### config.mk
export PLATFORM = sky130hd
export DESIGN_NAME = tt_um_wokwi_393815624518031361
export DESIGN_NICKNAME = d
export VERILOG_FILES = /design/src/rtl/tt_um_wokwi_393815624518031361.sv
export SDC_FILE = /design/constraint.sdc
export NUM_CORES = 1
export LEC_CHECK = 0
export ABC_CLOCK_PERIOD_IN_PS = 1900
export BUFFER_PORTS_ARGS = -buffer_cell sky130_fd_sc_hd__buf_2
export CORE_MARGIN = 2
export CORE_UTILIZATION = 52
export CTS_CLUSTER_DIAMETER = 100
export DETAILED_ROUTE_END_ITERATION = 8
export PLACE_DENSITY_LB_ADDON = 0.12
export SETUP_SLACK_MARGIN = 0.2
export SYNTH_ARGS = -nofsm -noshare
export SYNTH_HDL_FRONTEND = slang
export SYNTH_SLANG_ARGS = --single-unit
### constraint.sdc
create_clock -name clk -period 1.9 [get_ports clk]
set_input_delay 0.285 -clock clk [delete_from_list [all_inputs] [get_ports clk]]
set_output_delay 0.285 -clock clk [all_outputs]
set_load 0.005 [all_outputs]
### src/rtl/tt_um_wokwi_393815624518031361.sv
// tt_um_wokwi_393815624518031361
// Single 8-bit state register Q with four update modes selected by ui_in[7:6]:
//   00 LOAD  : Q <= {3'b000, D}
//   01 COUNT : Q <= Q + D (mod 256)
//   10 LFSR  : Q <= {Q[6:0], Q[7]^Q[5]^Q[4]^Q[3]}, with 0 escaping to 8'h01
//   11 SHIFT : Q <= {Q[6:0], D[0]}
// ui_in[5] is a global enable; when low, Q holds in every mode.
// uo_out is a straight copy of Q, so every update shows up one edge later.

module tt_um_wokwi_393815624518031361 (
    input  logic       clk,
    input  logic       rst_n,
    input  logic [7:0] ui_in,
    output logic [7:0] uo_out
);

    typedef enum logic [1:0] {
        MODE_LOAD  = 2'b00,
        MODE_COUNT = 2'b01,
        MODE_LFSR  = 2'b10,
        MODE_SHIFT = 2'b11
    } mode_e;

    // Field views of ui_in; sampled directly at the edge, no synchronizers.
    mode_e      mode;
    logic       en;
    logic [4:0] operand;

    assign mode    = mode_e'(ui_in[7:6]);
    assign en      = ui_in[5];
    assign operand = ui_in[4:0];

    logic [7:0] state_q;
    logic [7:0] state_d;
    logic       lfsr_fb;

    // Taps 8,6,5,4 give a maximal-length sequence; all-zero is its lock-up state.
    assign lfsr_fb = state_q[7] ^ state_q[5] ^ state_q[4] ^ state_q[3];

    // Next-state selection from the current Q and the sampled control byte.
    always_comb begin
        // NOTE: default to hold so every path assigns state_d and no latch is inferred.
        state_d = state_q;
        if (en) begin
            unique case (mode)
                MODE_LOAD:  state_d = {3'b000, operand};
                // Carry out of bit 7 is dropped by the 8-bit result width.
                MODE_COUNT: state_d = state_q + {3'b000, operand};
                MODE_LFSR:  state_d = (state_q == 8'h00) ? 8'h01
                                                         : {state_q[6:0], lfsr_fb};
                MODE_SHIFT: state_d = {state_q[6:0], operand[0]};
                default:    state_d = state_q;
            endcase
        end
    end

    // State register: cleared immediately by rst_n, otherwise loads state_d each edge.
    always_ff @(posedge clk or negedge rst_n) begin
        if (!rst_n) begin
            state_q <= 8'h00;
        end else begin
            // NOTE: non-blocking so every flop samples pre-edge values, avoiding races.
            state_q <= state_d;
        end
    end

    // Output is the register itself; no combinational path from ui_in.
    assign uo_out = state_q;

endmodule

==> impl_metrics.env, run 1 <==
export IMPL_run_status="completed"
export IMPL_drv_max_cap_violation_count=0
export IMPL_synth_top_cell_area_share_pct=24.92
export IMPL_final_min_clock_period_ps=1698
export IMPL_leakage_power_of_the_design_nw=0.4629
export IMPL_clock_insertion_delay_worst_skew_ps=270
export IMPL_hold_class="in -> reg"
export IMPL_hold_end="uo_out[0]"
export IMPL_netlist_top_cell_by_area="sky130_fd_sc_hd__dfrtp_1"
export IMPL_power_density_mw_per_mm2=928.9
export IMPL_grt_pass1_wl_um=3532
export IMPL_initial_core_util_pct=54.59
export IMPL_floorplan_io_pins=18
export IMPL_r2r_start="uo_out[0]"
export IMPL_regToRegEndpoint="uo_out[4]"
export IMPL_worstRegToRegCells=7
export IMPL_place_gp_congestion=0.8675
export IMPL_worst_setup_path_start_kind="register"
export IMPL_crit_arrival_ps=1850
export IMPL_remaining_drc_errors=0
export IMPL_area_growth_synth_to_final_pct=19.94
export IMPL_place_hpwl_um=1493
export IMPL_detailedRoute_firstPassIterationCount=4
export IMPL_number_of_diodes=0
export IMPL_dominantRegCellSynth="sky130_fd_sc_hd__dfrtp_1"
export IMPL_largest_fanout_on_the_critical_path=4
export IMPL_fraction_of_final_layout_cells_with_drive_strength_greater_than_1_pct=29.17
export IMPL_pre_cts_ws_ps=108.7
export IMPL_grt_setup_unrepaired="true"
export IMPL_vdd_ir_drop_max_mv=0.6778
export IMPL_clkSinkCount=8
export IMPL_stdcell_count=136
export IMPL_timing_hold_worst_path_depth=3
export IMPL_antenna_found_initial=0
export IMPL_vias=827
export IMPL_proportion_of_synthesized_flip_flops_having_asynchronous_set_or_reset_pct=100.0
export IMPL_worst_slack_ps=202.0
export IMPL_number_of_synthesized_flops_with_an_enable_pin=0
export IMPL_drt_iter0_markers=33
export IMPL_i_o_buffers=17
export IMPL_detailed_route_wire_length_per_cell_um=15.66
export IMPL_timing_worst_slew_pin_value_ps=346.2
export IMPL_worstSetupPathType="reg -> reg"
export IMPL_grt_max_degree=22
export IMPL_ys_warnings_count=0
export IMPL_slew_headroom_pct=76.92
export IMPL_core_area_mm2=0.001471
export IMPL_filler_instances=127
export IMPL_vias_per_cell=6.081
export IMPL_fmaxAchievable_ghz=0.5889
export IMPL_timing_final_hold_violations=0
export IMPL_synth_cell_type_count=36
export IMPL_report_final_setup_viol=0
export IMPL_die_area_mm2=0.001875
export IMPL_finalClockSkew_ps=2.461
export IMPL_clk_pin_slew_ps=60
export IMPL_syn_area_per_cell_um2=8.033
export IMPL_synthesis_area_um2=803.3
export IMPL_post_synth_most_frequent_cells="9 x sky130_fd_sc_hd__inv_1, 8 x sky130_fd_sc_hd__dfrtp_1, 7 x sky130_fd_sc_hd__a21oi_1, 6 x sky130_fd_sc_hd__nand2_1, 6 x sky130_fd_sc_hd__o21ai_0"
export IMPL_timing_critical_path_required_ps=2060
export IMPL_yosysSeqAreaShare_pct=24.92
export IMPL_synth_nets=116
export IMPL_cts_path_max_buffers=2
export IMPL_largest_reg_flops=8
export IMPL_cts_made_buffers=3
export IMPL_synth_most_common_cell="sky130_fd_sc_hd__inv_1"
export IMPL_detail_route_antenna_nets=0
export IMPL_crit_path_end_kind="register"
export IMPL_worst_setup_path_startpoint="uo_out[0]"
export IMPL_totalNegativeSetupSlack_ps=0
export IMPL_clock_tree_root_cell="sky130_fd_sc_hd__clkbuf_4"
export IMPL_dieHeight_um=43.31
export IMPL_die_w_um=43.31
export IMPL_reg2reg_setup_slack_ps=200
export IMPL_placedCellCount=129
export IMPL_holdCritStartpoint="ui_in[0]"
export IMPL_slew_violations=0
export IMPL_clock_tree_from_tritoncts="done"
export IMPL_route_final_wire_length_um=2130
export IMPL_h_tree_depth=1
export IMPL_net_count_final=138
export IMPL_groute_usage_overall_pct=25.76
export IMPL_overflow=0
export IMPL_layout_worst_path_cycle_share_pct=89.37
export IMPL_rows=14
export IMPL_synthTopCellsByArea="sky130_fd_sc_hd__dfrtp_1 25%, sky130_fd_sc_hd__ha_1 7.8%, sky130_fd_sc_hd__a21oi_1 4.4%, sky130_fd_sc_hd__inv_1 4.2%, sky130_fd_sc_hd__nor2b_1 3.9%"
export IMPL_flip_flop_and_latch_count_after_synthesis=8
export IMPL_first_global_vias=757
export IMPL_total_power_uw=894.9
export IMPL_holdWs_ps=357.0
export IMPL_syn_instance_count=100
## worst max path at each step
stage | to | slack, ps | cells after the start
2_1_floorplan | uo_out[4] | 200 | 7
3_3_place_gp | uo_out[4] | 170 | 7
3_5_place_dp | uo_out[4] | 110 | 7
4_1_cts | uo_out[4] | 190 | 7
5_1_grt | uo_out[2] | 140 | 7
6_report | uo_out[4] | 200 | 7
## power by group
| group | internal, mW | total (mW) | switching (mW) |
|---|---|---|---|
| sequential | 0.212 | 0.273 | 0.0612 |
| combinational | 0.241 | 0.479 | 0.238 |
| clock | 0.0731 | 0.143 | 0.0695 |
## cell type report
class | count | area, um2 | share of cell area (%)
sequential | 8 | 200.2 | 20.78
clock buffer | 3 | 22.52 | 2.338
tap | 16 | 20.02 | 2.078
inverter | 9 | 33.78 | 3.506
multi-input combinational | 76 | 546.8 | 56.75
timing repair buffer | 24 | 140.1 | 14.55
## logic make-up after synthesis
group,count (synthesis),synth area share (%)
XOR/XNOR,3,3.272
AO/OA/AOI/OAI,37,31.00
buffers and inverters,16,9.033
adder cells (fa/ha/maj),6,10.28
flip-flops,8,24.92
multiplexers,3,3.894
AND/OR/NAND/NOR,27,17.60
## placed cells by master, fill, tap and decap left out, types with 2 or more instances in the layout
cell,Yosys,routed
sky130_fd_sc_hd__a211o_1,3,3
sky130_fd_sc_hd__a21o_1,3,3
sky130_fd_sc_hd__a21oi_1,7,7
sky130_fd_sc_hd__a221oi_1,3,2
sky130_fd_sc_hd__a31oi_1,2,2
sky130_fd_sc_hd__buf_2,4,17
sky130_fd_sc_hd__buf_4,2,6
sky130_fd_sc_hd__clkbuf_4,0,3
sky130_fd_sc_hd__dfrtp_1,8,8
sky130_fd_sc_hd__ha_1,5,4
sky130_fd_sc_hd__inv_1,9,8
sky130_fd_sc_hd__mux2i_1,2,2
sky130_fd_sc_hd__nand2_1,6,6
sky130_fd_sc_hd__nand3_1,3,3
sky130_fd_sc_hd__nor2_1,4,4
sky130_fd_sc_hd__nor2b_1,5,5
sky130_fd_sc_hd__o211ai_1,2,2
sky130_fd_sc_hd__o21a_1,3,3
sky130_fd_sc_hd__o21ai_0,6,4
sky130_fd_sc_hd__o21ai_1,1,3
sky130_fd_sc_hd__o22ai_1,3,3
sky130_fd_sc_hd__or2_2,2,2
sky130_fd_sc_hd__xnor2_1,3,3
## stage by stage
stage | cell area, um2 | util (%)
CTS | 958.4 | 65.14
detailed placement | 897.1 | 60.97
global placement | 897.1 | 60.97
floorplan | 808.3 | -
finish | 963.4 | 65.48
global route | 963.4 | 65.48
## critical path: stages, from the launching register on
cell and delay [ps]:
sky130_fd_sc_hd__dfrtp_1 390, sky130_fd_sc_hd__ha_2 200, sky130_fd_sc_hd__inv_2 50, sky130_fd_sc_hd__fa_2 200, sky130_fd_sc_hd__nor2b_1 50, sky130_fd_sc_hd__o21a_1 200
sky130_fd_sc_hd__or3_1 310, sky130_fd_sc_hd__a31o_1 180
## what timing repair did
item,in CTS,in global routing
setup buffers,3,0
pin swaps,4,4
endpoints found under the setup margin,5,5
endpoints found under the hold margin,8,0
gates resized for setup,4,1
hold buffers,1,0
## per-layer routing
layer | share of wire (%) | global-route usage [%]
met1 | 46 | 36.29
met2 | 47 | 37.91
met3 | 4.7 | 2.979
met4 | 2.2 | 14.55
met5 | 0 | 0
Note: power is estimated with default switching activity, not from simulation.
==> run 2, diff against run 1 <==
--- a/config.mk
+++ b/config.mk
@@ -7,8 +7,11 @@
 export LEC_CHECK = 0
 export ABC_CLOCK_PERIOD_IN_PS = 1900
 export BUFFER_PORTS_ARGS = -buffer_cell sky130_fd_sc_hd__buf_2
+export CAP_MARGIN = 25
+export CELL_PAD_IN_SITES_DETAIL_PLACEMENT = 0
+export CELL_PAD_IN_SITES_GLOBAL_PLACEMENT = 1
 export CORE_MARGIN = 2
-export CORE_UTILIZATION = 52
+export CORE_UTILIZATION = 38
 export CTS_CLUSTER_DIAMETER = 100
 export DETAILED_ROUTE_END_ITERATION = 8
 export PLACE_DENSITY_LB_ADDON = 0.12
==> impl_metrics.env, run 2 (synthesized netlist as in run 1, its figures left out) <==
export IMPL_remaining_drc_errors=0
export IMPL_global_route_peak_usage_layer="met1"
export IMPL_globalRouteMet1Util_pct=29.61
export IMPL_critical_path_slowest_cell="sky130_fd_sc_hd__dfrtp_1"
export IMPL_die_w_um=49.98
export IMPL_antenna_found_initial=0
export IMPL_grt_use_met2_pct=29.33
export IMPL_crit_arrival_ps=1840
export IMPL_detailed_route_wire_length_per_cell_um=14.46
export IMPL_area_sequential_um2=201.4
export IMPL_slew_headroom_pct=76.10
export IMPL_final_min_clock_period_ps=1691
export IMPL_reg2reg_setup_slack_ps=210
export IMPL_dieHeight_um=49.98
export IMPL_detail_route_antenna_nets=0
export IMPL_final_cell_mix="17 x sky130_fd_sc_hd__buf_2, 8 x sky130_fd_sc_hd__buf_4, 7 x sky130_fd_sc_hd__inv_1, 7 x sky130_fd_sc_hd__a21oi_1, 7 x sky130_fd_sc_hd__dfrtp_1"
export IMPL_hold_class="in -> reg"
export IMPL_filler_instances=207
export IMPL_die_area_mm2=0.002498
export IMPL_worst_slack_ps=208.9
export IMPL_timing_critical_path_cells="ha_4 > inv_2 > fa_2 > nor2b_1 > o21a_1 > or3_1 > a31o_1"
export IMPL_vias=825
export IMPL_place_hpwl_um=1556
export IMPL_grt_setup_unrepaired="true"
export IMPL_layout_worst_path_cycle_share_pct=89.01
export IMPL_h_tree_depth=1
export IMPL_holdCritStartpoint="ui_in[0]"
export IMPL_i_o_buffers=17
export IMPL_leakage_power_of_the_design_nw=0.4731
export IMPL_finalClockSkew_ps=5.668
export IMPL_net_count_final=140
export IMPL_cts_path_max_buffers=2
export IMPL_footprint_of_the_multi_input_gates_um2=569.3
export IMPL_clk_pin_slew_ps=70
export IMPL_overflow=0
export IMPL_largest_fanout_on_the_critical_path=4
export IMPL_rows=16
export IMPL_highest_cell_delay_on_the_worst_timing_path_ps=420
export IMPL_drt_iter0_markers=13
export IMPL_crit_path_end_kind="register"
export IMPL_pre_cts_ws_ps=118.2
export IMPL_r2r_start="uo_out[0]"
export IMPL_cts_made_buffers=3
export IMPL_regToRegEndpoint="uo_out[4]"
export IMPL_hold_end="uo_out[0]"
export IMPL_floorplan_io_pins=18
export IMPL_slew_violations=0
export IMPL_report_final_setup_viol=0
export IMPL_timing_final_hold_violations=0
export IMPL_clkSinkCount=8
export IMPL_drv_max_cap_violation_count=0
export IMPL_run_status="completed"
export IMPL_vias_per_cell=5.537
export IMPL_clock_tree_from_tritoncts="done"
export IMPL_totalNegativeSetupSlack_ps=0
export IMPL_place_gp_congestion=0.7664
export IMPL_grt_max_degree=22
export IMPL_timing_critical_path_required_ps=2050
export IMPL_core_area_mm2=0.001982
export IMPL_layout_commonest_cell="sky130_fd_sc_hd__buf_2"
export IMPL_worstSetupPathType="reg -> reg"
export IMPL_first_global_vias=768
export IMPL_detailedRoute_firstPassIterationCount=4
export IMPL_met3_usage_pct=2.727
export IMPL_fraction_of_final_layout_cells_with_drive_strength_greater_than_1_pct=32.79
export IMPL_vdd_ir_drop_max_mv=0.4204
export IMPL_initial_core_util_pct=40.53
export IMPL_groute_usage_overall_pct=20.00
export IMPL_timing_worst_slew_pin_value_ps=358.5
export IMPL_fmaxAchievable_ghz=0.5913
export IMPL_area_growth_synth_to_final_pct=26.48
export IMPL_clock_insertion_delay_worst_skew_ps=270
export IMPL_number_of_diodes=0
export IMPL_worst_setup_path_start_kind="register"
export IMPL_power_density_mw_per_mm2=908.1
export IMPL_timing_hold_worst_path_depth=3
export IMPL_total_power_uw=922.6
export IMPL_route_final_wire_length_um=2155
export IMPL_worstRegToRegCells=7
export IMPL_grt_pass1_wl_um=3746
export IMPL_largest_reg_flops=8
export IMPL_clock_tree_root_cell="sky130_fd_sc_hd__clkbuf_4"
[run 2: worst max-delay path by stage]
stage | to | startpoint | slack (ps)
after floorplan | uo_out[4] | uo_out[0] | 200
after global placement | uo_out[4] | uo_out[0] | 150
after detailed placement | uo_out[4] | uo_out[0] | 120
after CTS | uo_out[4] | uo_out[0] | 170
after global routing | uo_out[4] | uo_out[0] | 150
final | uo_out[4] | uo_out[0] | 210
[run 2: layout make-up]
type / instances / share of cell area (%)
Clock buffer: 3 / 2.217
Multi-Input combinational cell: 76 / 56.03
Tap cell: 27 / 3.325
Timing Repair Buffer: 26 / 15.27
Sequential cell: 8 / 19.83
Inverter: 9 / 3.325
[run 2: through the flow]
| step | hold WS [ps] | cells | area [um2] | util (%) |
|---|---|---|---|---|
| after floorplan | -10.59 | 100 | 808.3 | - |
| after global placement | 158.2 | 141 | 918.4 | 46.34 |
| after detailed placement | 154.8 | 141 | 918.4 | 46.34 |
| after CTS | 369.6 | 148 | 983.4 | 49.62 |
| after global routing | 387.2 | 149 | 1016 | 51.26 |
| final | 363.8 | 149 | 1016 | 51.26 |
[run 2: report_power, final]
part | switching (mW) | leakage (nW) | internal (mW)
Combinational | 0.250 | 0.362 | 0.262
Clock | 0.0726 | 0.0138 | 0.0732
Sequential | 0.0529 | 0.0975 | 0.212
Total | 0.375 | 0.473 | 0.547
[run 2: worst max-delay path, delay by kind of cell (launching register included)]
kind / cells / cell delay [ps]
and+or+nand+nor: 2 / 370
DFF: 1 / 420
buffers and inverters: 1 / 50
adders and majority gates: 2 / 380
AOI/OAI and AO/OA: 2 / 370
[run 2: per-layer routing]
metal / vias up / wire, um
met3: 2 / 54
met1: 398 / 1097
met2: 11 / 988
met5: - / 0
met4: 0 / 14
li1: 414 / -
[run 2: what timing repair did]
item | in CTS | in global routing
pin swaps | 2 | 8
buffers inserted | 3 | 1
resized for setup | 2 | 6
endpoints found under the hold margin | 8 | 0
endpoints found under the setup margin | 5 | 5
hold buffers | 1 | 0
